`config.mk`:
```
export PLATFORM = sky130hd
export DESIGN_NAME = rename_register_file
export DESIGN_NICKNAME = d
export VERILOG_FILES = /design/src/rtl/rename_register_file_pkg.sv /design/src/rtl/rrf_read_port.sv /design/src/rtl/rename_register_file.sv
export SDC_FILE = /design/constraint.sdc
export NUM_CORES = 2
export LEC_CHECK = 0
export CORE_MARGIN = 2
export CORE_UTILIZATION = 38
export DETAILED_ROUTE_END_ITERATION = 8
export PLACE_DENSITY = 0.53
export SLEW_MARGIN = 40
export SYNTH_ARGS = -nofsm -noshare
export SYNTH_HDL_FRONTEND = slang
export SYNTH_SLANG_ARGS = --single-unit
```
`constraint.sdc`:
```
create_clock -name clk_in -period 68.6 [get_ports clk_in]
set_input_delay 6.86 -clock clk_in [delete_from_list [all_inputs] [get_ports clk_in]]
set_output_delay 6.86 -clock clk_in [all_outputs]
set_load 0.005 [all_outputs]
```
`src/rtl/rename_register_file_pkg.sv`:
```
// Shared constants and helpers for the rename register file.
// Holds the default widths used by the top level and its read ports.
// No logic; import with rename_register_file_pkg::*.
package rename_register_file_pkg;

    localparam int RRF_XLEN  = 32;
    localparam int RRF_ROB_W = 5;
    localparam int RRF_NREG  = 32;

    // Low bit of element idx inside a flattened vector of width-bit elements.
    function automatic int slice_lo(input int idx, input int width);
        return idx * width;
    endfunction

endpackage

```
`src/rtl/rrf_read_port.sv`:
```
// One combinational operand-read channel of the rename register file.
// Ports: reg_id selects the source; busy_vec/tag_vec/value_vec are the
// flattened register arrays; commit_* feed the same-cycle bypass.
// Outputs: has_dependency, dependency (ROB id), value.
module rrf_read_port
    import rename_register_file_pkg::*;
#(
    parameter int XLEN  = RRF_XLEN,
    parameter int NREG  = RRF_NREG,
    parameter int ROB_W = RRF_ROB_W,
    localparam int REG_W = $clog2(NREG)
)(
    input  logic [REG_W-1:0]      reg_id,
    input  logic [NREG-1:0]       busy_vec,
    input  logic [NREG*ROB_W-1:0] tag_vec,
    input  logic [NREG*XLEN-1:0]  value_vec,
    input  logic                  commit_ready,
    input  logic                  rdy,
    input  logic [ROB_W-1:0]      commit_rob_id,
    input  logic [XLEN-1:0]       commit_value,
    output logic                  has_dependency,
    output logic [ROB_W-1:0]      dependency,
    output logic [XLEN-1:0]       value
);

    logic [ROB_W-1:0] cur_tag;
    logic [XLEN-1:0]  cur_value;

    assign cur_tag   = tag_vec[reg_id * ROB_W +: ROB_W];
    assign cur_value = value_vec[reg_id * XLEN +: XLEN];

    always_comb begin
        has_dependency = 1'b0;
        dependency     = '0;
        value          = '0;
        if (reg_id != '0) begin
            if (!busy_vec[reg_id]) begin
                value = cur_value;
            end else if (commit_ready && rdy && (commit_rob_id == cur_tag)) begin
                // Producer is committing right now: forward its value.
                value = commit_value;
            end else begin
                has_dependency = 1'b1;
                dependency     = cur_tag;
            end
        end
    end

endmodule

```
`src/rtl/rename_register_file.sv`:
```
// Architectural register file with per-register rename tags, NREAD
// combinational read channels with commit bypass, a one-cycle-late commit
// broadcast and a single-cycle flush of all pending renames.
// Ports: clk_in/rst_in/rdy_in, _flush, _rob_launch_*, _rob_commit_*,
// _read_* (flattened per channel), _rf_msg_* (broadcast).
module rename_register_file
    import rename_register_file_pkg::*;
#(
    parameter int XLEN  = RRF_XLEN,
    parameter int NREG  = RRF_NREG,
    parameter int ROB_W = RRF_ROB_W,
    parameter int NREAD = 2,
    localparam int REG_W = $clog2(NREG)
)(
    input  logic                   clk_in,
    input  logic                   rst_in,
    input  logic                   rdy_in,
    input  logic                   _flush,
    input  logic                   _rob_launch_ready,
    input  logic [ROB_W-1:0]       _rob_launch_rob_id,
    input  logic [REG_W-1:0]       _rob_launch_register_id,
    input  logic                   _rob_commit_ready,
    input  logic [ROB_W-1:0]       _rob_commit_rob_id,
    input  logic [REG_W-1:0]       _rob_commit_register_id,
    input  logic [XLEN-1:0]        _rob_commit_value,
    input  logic [NREAD*REG_W-1:0] _read_register_id,
    output logic [NREAD-1:0]       _read_has_dependency,
    output logic [NREAD*ROB_W-1:0] _read_dependency,
    output logic [NREAD*XLEN-1:0]  _read_value,
    output logic                   _rf_msg_ready,
    output logic [ROB_W-1:0]       _rf_msg_rob_id,
    output logic [XLEN-1:0]        _rf_msg_value
);

    // Flattened register state; entry 0 is only ever reset, so it stays 0.
    logic [NREG-1:0]       busy_q;
    logic [NREG*ROB_W-1:0] tag_q;
    logic [NREG*XLEN-1:0]  value_q;

    always_ff @(posedge clk_in or posedge rst_in) begin
        if (rst_in) begin
            busy_q  <= '0;
            tag_q   <= '0;
            value_q <= '0;
        end else if (rdy_in) begin
            for (int r = 1; r < NREG; r++) begin
                if (_rob_commit_ready && (_rob_commit_register_id == REG_W'(r))) begin
                    value_q[r*XLEN +: XLEN] <= _rob_commit_value;
                    // Only the current producer may release the rename.
                    if (busy_q[r] && (tag_q[r*ROB_W +: ROB_W] == _rob_commit_rob_id)) begin
                        busy_q[r] <= 1'b0;
                    end
                end
                // Later assignments override the commit release above.
                if (_flush) begin
                    busy_q[r] <= 1'b0;
                end else if (_rob_launch_ready && (_rob_launch_register_id == REG_W'(r))) begin
                    busy_q[r]               <= 1'b1;
                    tag_q[r*ROB_W +: ROB_W] <= _rob_launch_rob_id;
                end
            end
        end
    end

    // Broadcast register: id/value hold whenever no broadcast is issued.
    always_ff @(posedge clk_in or posedge rst_in) begin
        if (rst_in) begin
            _rf_msg_ready  <= 1'b0;
            _rf_msg_rob_id <= '0;
            _rf_msg_value  <= '0;
        end else if (rdy_in) begin
            _rf_msg_ready <= _rob_commit_ready && !_flush;
            if (_rob_commit_ready && !_flush) begin
                _rf_msg_rob_id <= _rob_commit_rob_id;
                _rf_msg_value  <= _rob_commit_value;
            end
        end
    end

    for (genvar k = 0; k < NREAD; k++) begin : g_read
        rrf_read_port #(
            .XLEN  (XLEN),
            .NREG  (NREG),
            .ROB_W (ROB_W)
        ) u_read_port (
            .reg_id         (_read_register_id[slice_lo(k, REG_W) +: REG_W]),
            .busy_vec       (busy_q),
            .tag_vec        (tag_q),
            .value_vec      (value_q),
            .commit_ready   (_rob_commit_ready),
            .rdy            (rdy_in),
            .commit_rob_id  (_rob_commit_rob_id),
            .commit_value   (_rob_commit_value),
            .has_dependency (_read_has_dependency[k]),
            .dependency     (_read_dependency[slice_lo(k, ROB_W) +: ROB_W]),
            .value          (_read_value[slice_lo(k, XLEN) +: XLEN])
        );
    end

endmodule

```
==> out/metrics.yaml <==
sta:
  worstMarginPinSlew_ns: 0.9704
  rsz0062_at_grt: "no"
  fin_crit_sh_pct: 27.15
  finalSetupTns_ns: 0
  hold_ws_ns: 0.4875
  hold_viol: 0
  clock_skew_ns: 0.009276
  fin_crit_ns: 18.62
  slew_headroom_pct: 35.30
  drv_slew: 0
  setup_violations: 0
  fmaxAchievable_ghz: 0.05370
floorplan:
  fp.dieH_um: 426.1
  start_util_pct: 38.35
  dieArea_um2: 181500
  die_w_um: 426.1
  core_region_area_um2: 176500
  io_pins: 182
  fp-row-count: 154
setup_path:
  cp.arrival_ns: 11.76
  startpoint_type: "input pin"
  rr_worst_depth: 5
  required_ns: 61.74
  endpoint_kind: "output pin"
  worstSetupPathType: "in -> out"
  worstPathMaxFanout: 56
detailed_routing:
  drt-total-wl_um: 232000
  drt-initial-drc-count: 3490
  drtPass1Iterations: 5
  drc_errors: 0
  ant_nets: 0
  wl_per_cell_um: 32.83
  vias: 43740
  vias_per_cell: 6.188
place:
  io_buffers: 181
  dp_hpwl_um: 130400
  place_congestion: 0.8799
  placed_cells_incl_taps: 6799
synthesis:
  synthCells: 4631
  syn_avg_cell_area_um2: 14.62
  syn-cell-area_um2: 67690
  async_reset_ff_share_pct: 100.0
  ys_ff_latch: 1216
  yosys_warnings: 38
  netlist-cell-type-count: 72
  synthesis.nets: 4699
  ys_seq_area_share_pct: 44.96
  synth_edf_count: 0
  ys.flop_type: "dfrtp_1"
clock_tree:
  post_cts.repair.setup_buffers: 0
  clk_latency_ns: 0.80
  clock_sinks: 1216
  cts_hold_buf: 0
  ctsResizeCount: 0
  cts_buffers: 144
  cts_htree_levels: 4
  clk_pin_slew_ns: 0.06
  clock-root-buffer: "clkbuf_16"
  tritoncts: "done"
  clockBufferDepth: 3
power:
  max-vdd-ir-drop_mv: 0.02529
  total_power_mw: 2.035
  p_leak_nw: 33.17
  p_per_area_nw_per_um2: 26.45
global_routing:
  antenna_found_initial: 6
  grt_max_degree: 151
  grt_use_total_pct: 25.80
  grt_overflow: 0
  grt_pass1_wl_um: 339000
  grt_pass1_vias: 45370
final_layout:
  register_area_um2: 30430
  layout-drive-gt1-share_pct: 49.01
  post-route-util_pct: 43.58
  multi_input_area_um2: 35500
  areaGrowthSynthToFinish_pct: 13.63
  finalNonFillerCells: 7068
  num-fill-cells: 16030
  fin_nets: 4675
worst_hold_path:
  min_path_type: "reg -> reg"
  min_path_cells: 2
status:
  status: "finished clean"
job:
  drv_cap: 0
[layout by cell type (no fill, tap or decap), types with 7 or more instances in the layout]
cell type / synthesis / final
buf_6: 10 / 45
mux2i_1: 168 / 168
buf_2: 108 / 19
nor2_1: 119 / 95
dfrtp_1: 1216 / 1216
clkdlybuf4s50_1: 0 / 151
xnor2_1: 94 / 94
a22oi_1: 7 / 7
bufinv_16: 0 / 8
nor2b_1: 17 / 14
clkbuf_16: 0 / 145
clkinv_8: 0 / 7
mux2_2: 1205 / 1205
o21ai_0: 93 / 93
nand3_1: 36 / 33
mux4_2: 626 / 626
clkbuf_8: 0 / 35
nand4_1: 59 / 59
buf_16: 0 / 8
xor2_1: 72 / 72
a21o_1: 10 / 10
clkbuf_1: 281 / 37
nor2_4: 0 / 20
nand2b_1: 10 / 9
a221oi_1: 12 / 12
nor4_1: 30 / 30
buf_12: 2 / 9
clkinv_2: 0 / 21
nand2_1: 139 / 129
nor3_1: 50 / 46
buf_4: 18 / 67
o22ai_1: 38 / 38
a31o_2: 38 / 38
a21oi_1: 14 / 14
[power breakdown]
part | internal, mW | leakage [nW] | total (mW) | switching (mW)
combinational | 0.207 | 14.6 | 0.366 | 0.159
clock | 0.461 | 2.38 | 0.793 | 0.331
sequential | 0.808 | 16.2 | 0.876 | 0.0681
total | 1.48 | 33.2 | 2.03 | 0.558
[synthesized netlist by cell type, types with 12 or more instances]
library cell  number  area [um^2]
nand3_1           36        180.2
buf_4             18        135.1
a221oi_1          12        105.1
buf_2            108        540.5
clkbuf_1         281         1055
nor2b_1           17        106.4
buf_1             57        214.0
nand2_1          139        521.8
mux2_2          1205        13570
dfrtp_1         1216        30430
nor3_1            50        250.2
mux4_2           626        14100
nor4_1            30        187.7
nor2_1           119        446.7
xnor2_1           94        823.3
a21oi_1           14        70.07
nand4_1           59        369.1
o22ai_1           38        237.7
xor2_1            72        630.6
mux2i_1          168         1682
o21ai_0           93        465.5
a31o_2            38        332.8
[registers in the layout, indices dropped and copies added (netlist names)]
register        count
_rf_msg_value      32
busy_q             31
_rf_msg_rob_id      5
value_q           992
tag_q             155
_rf_msg_ready       1
[critical path: stages]
cell and delay [ns]:
buf_8 0.50, buf_4 0.68, buf_12 0.44, mux4_2 0.55, nor2b_1 0.14, nor4_1 0.10
nor3_1 0.36, mux2i_1 0.32, a311oi_4 0.06, buf_4 0.28, nor3_1 0.70, clkdlybuf4s50_1 0.65
[layout make-up]
cell class,count,share of cell area (%)
clock buffer,216,5.507
multi-input combinational,2927,46.15
tap,2340,3.807
clock inverter,47,0.8248
antenna,4,0.01301
inverter,12,0.08622
sequential,1216,39.56
timing repair buffer,306,4.044
[path summary, 6_finish.rpt]
path,end,startpoint,slack (ns)
setup reg to reg,busy_q[10],tag_q[50],67.01
hold reg to reg,_rf_msg_rob_id[0],_rf_msg_rob_id[0],0.49
max in group asynchronous,value_q[46],rst_in,58.91
hold / removal,_rf_msg_rob_id[0],_rf_msg_rob_id[0],0.49
min in group asynchronous,_rf_msg_value[3],rst_in,6.53
setup / recovery,_read_dependency[2],_read_register_id[0],49.98
[routing by layer]
metal / up-vias / wire [um] / track usage [%] / share of wire (%)
met4: 2 / 9391 / 9.782 / 4.0
met3: 461 / 12480 / 4.215 / 5.4
li1: 17790 / - / - / -
met5: - / 12 / 0 / 0.0052
met1: 24070 / 99150 / 34.77 / 43
met2: 1413 / 111000 / 41.88 / 48
[kinds of logic after synthesis]
kind of cell,after synthesis,synth area share (%)
and+or+nand+nor,496,3.516
AOI/OAI and AO/OA,260,2.645
muxes,2005,43.57
buffers and inverters,488,3.165
DFF,1216,44.96
xor gates and xnor gates,166,2.148
[metrics by stage]
stage | instance area, um^2 | setup slack, ns
finish | 76910 | 49.98
global placement | 71530 | 49.45
detailed placement | 71920 | 49.77
global route | 76900 | 49.72
floorplan | 67690 | 27.48
CTS | 76790 | 49.76
Note: power is estimated with default switching activity, not from simulation.
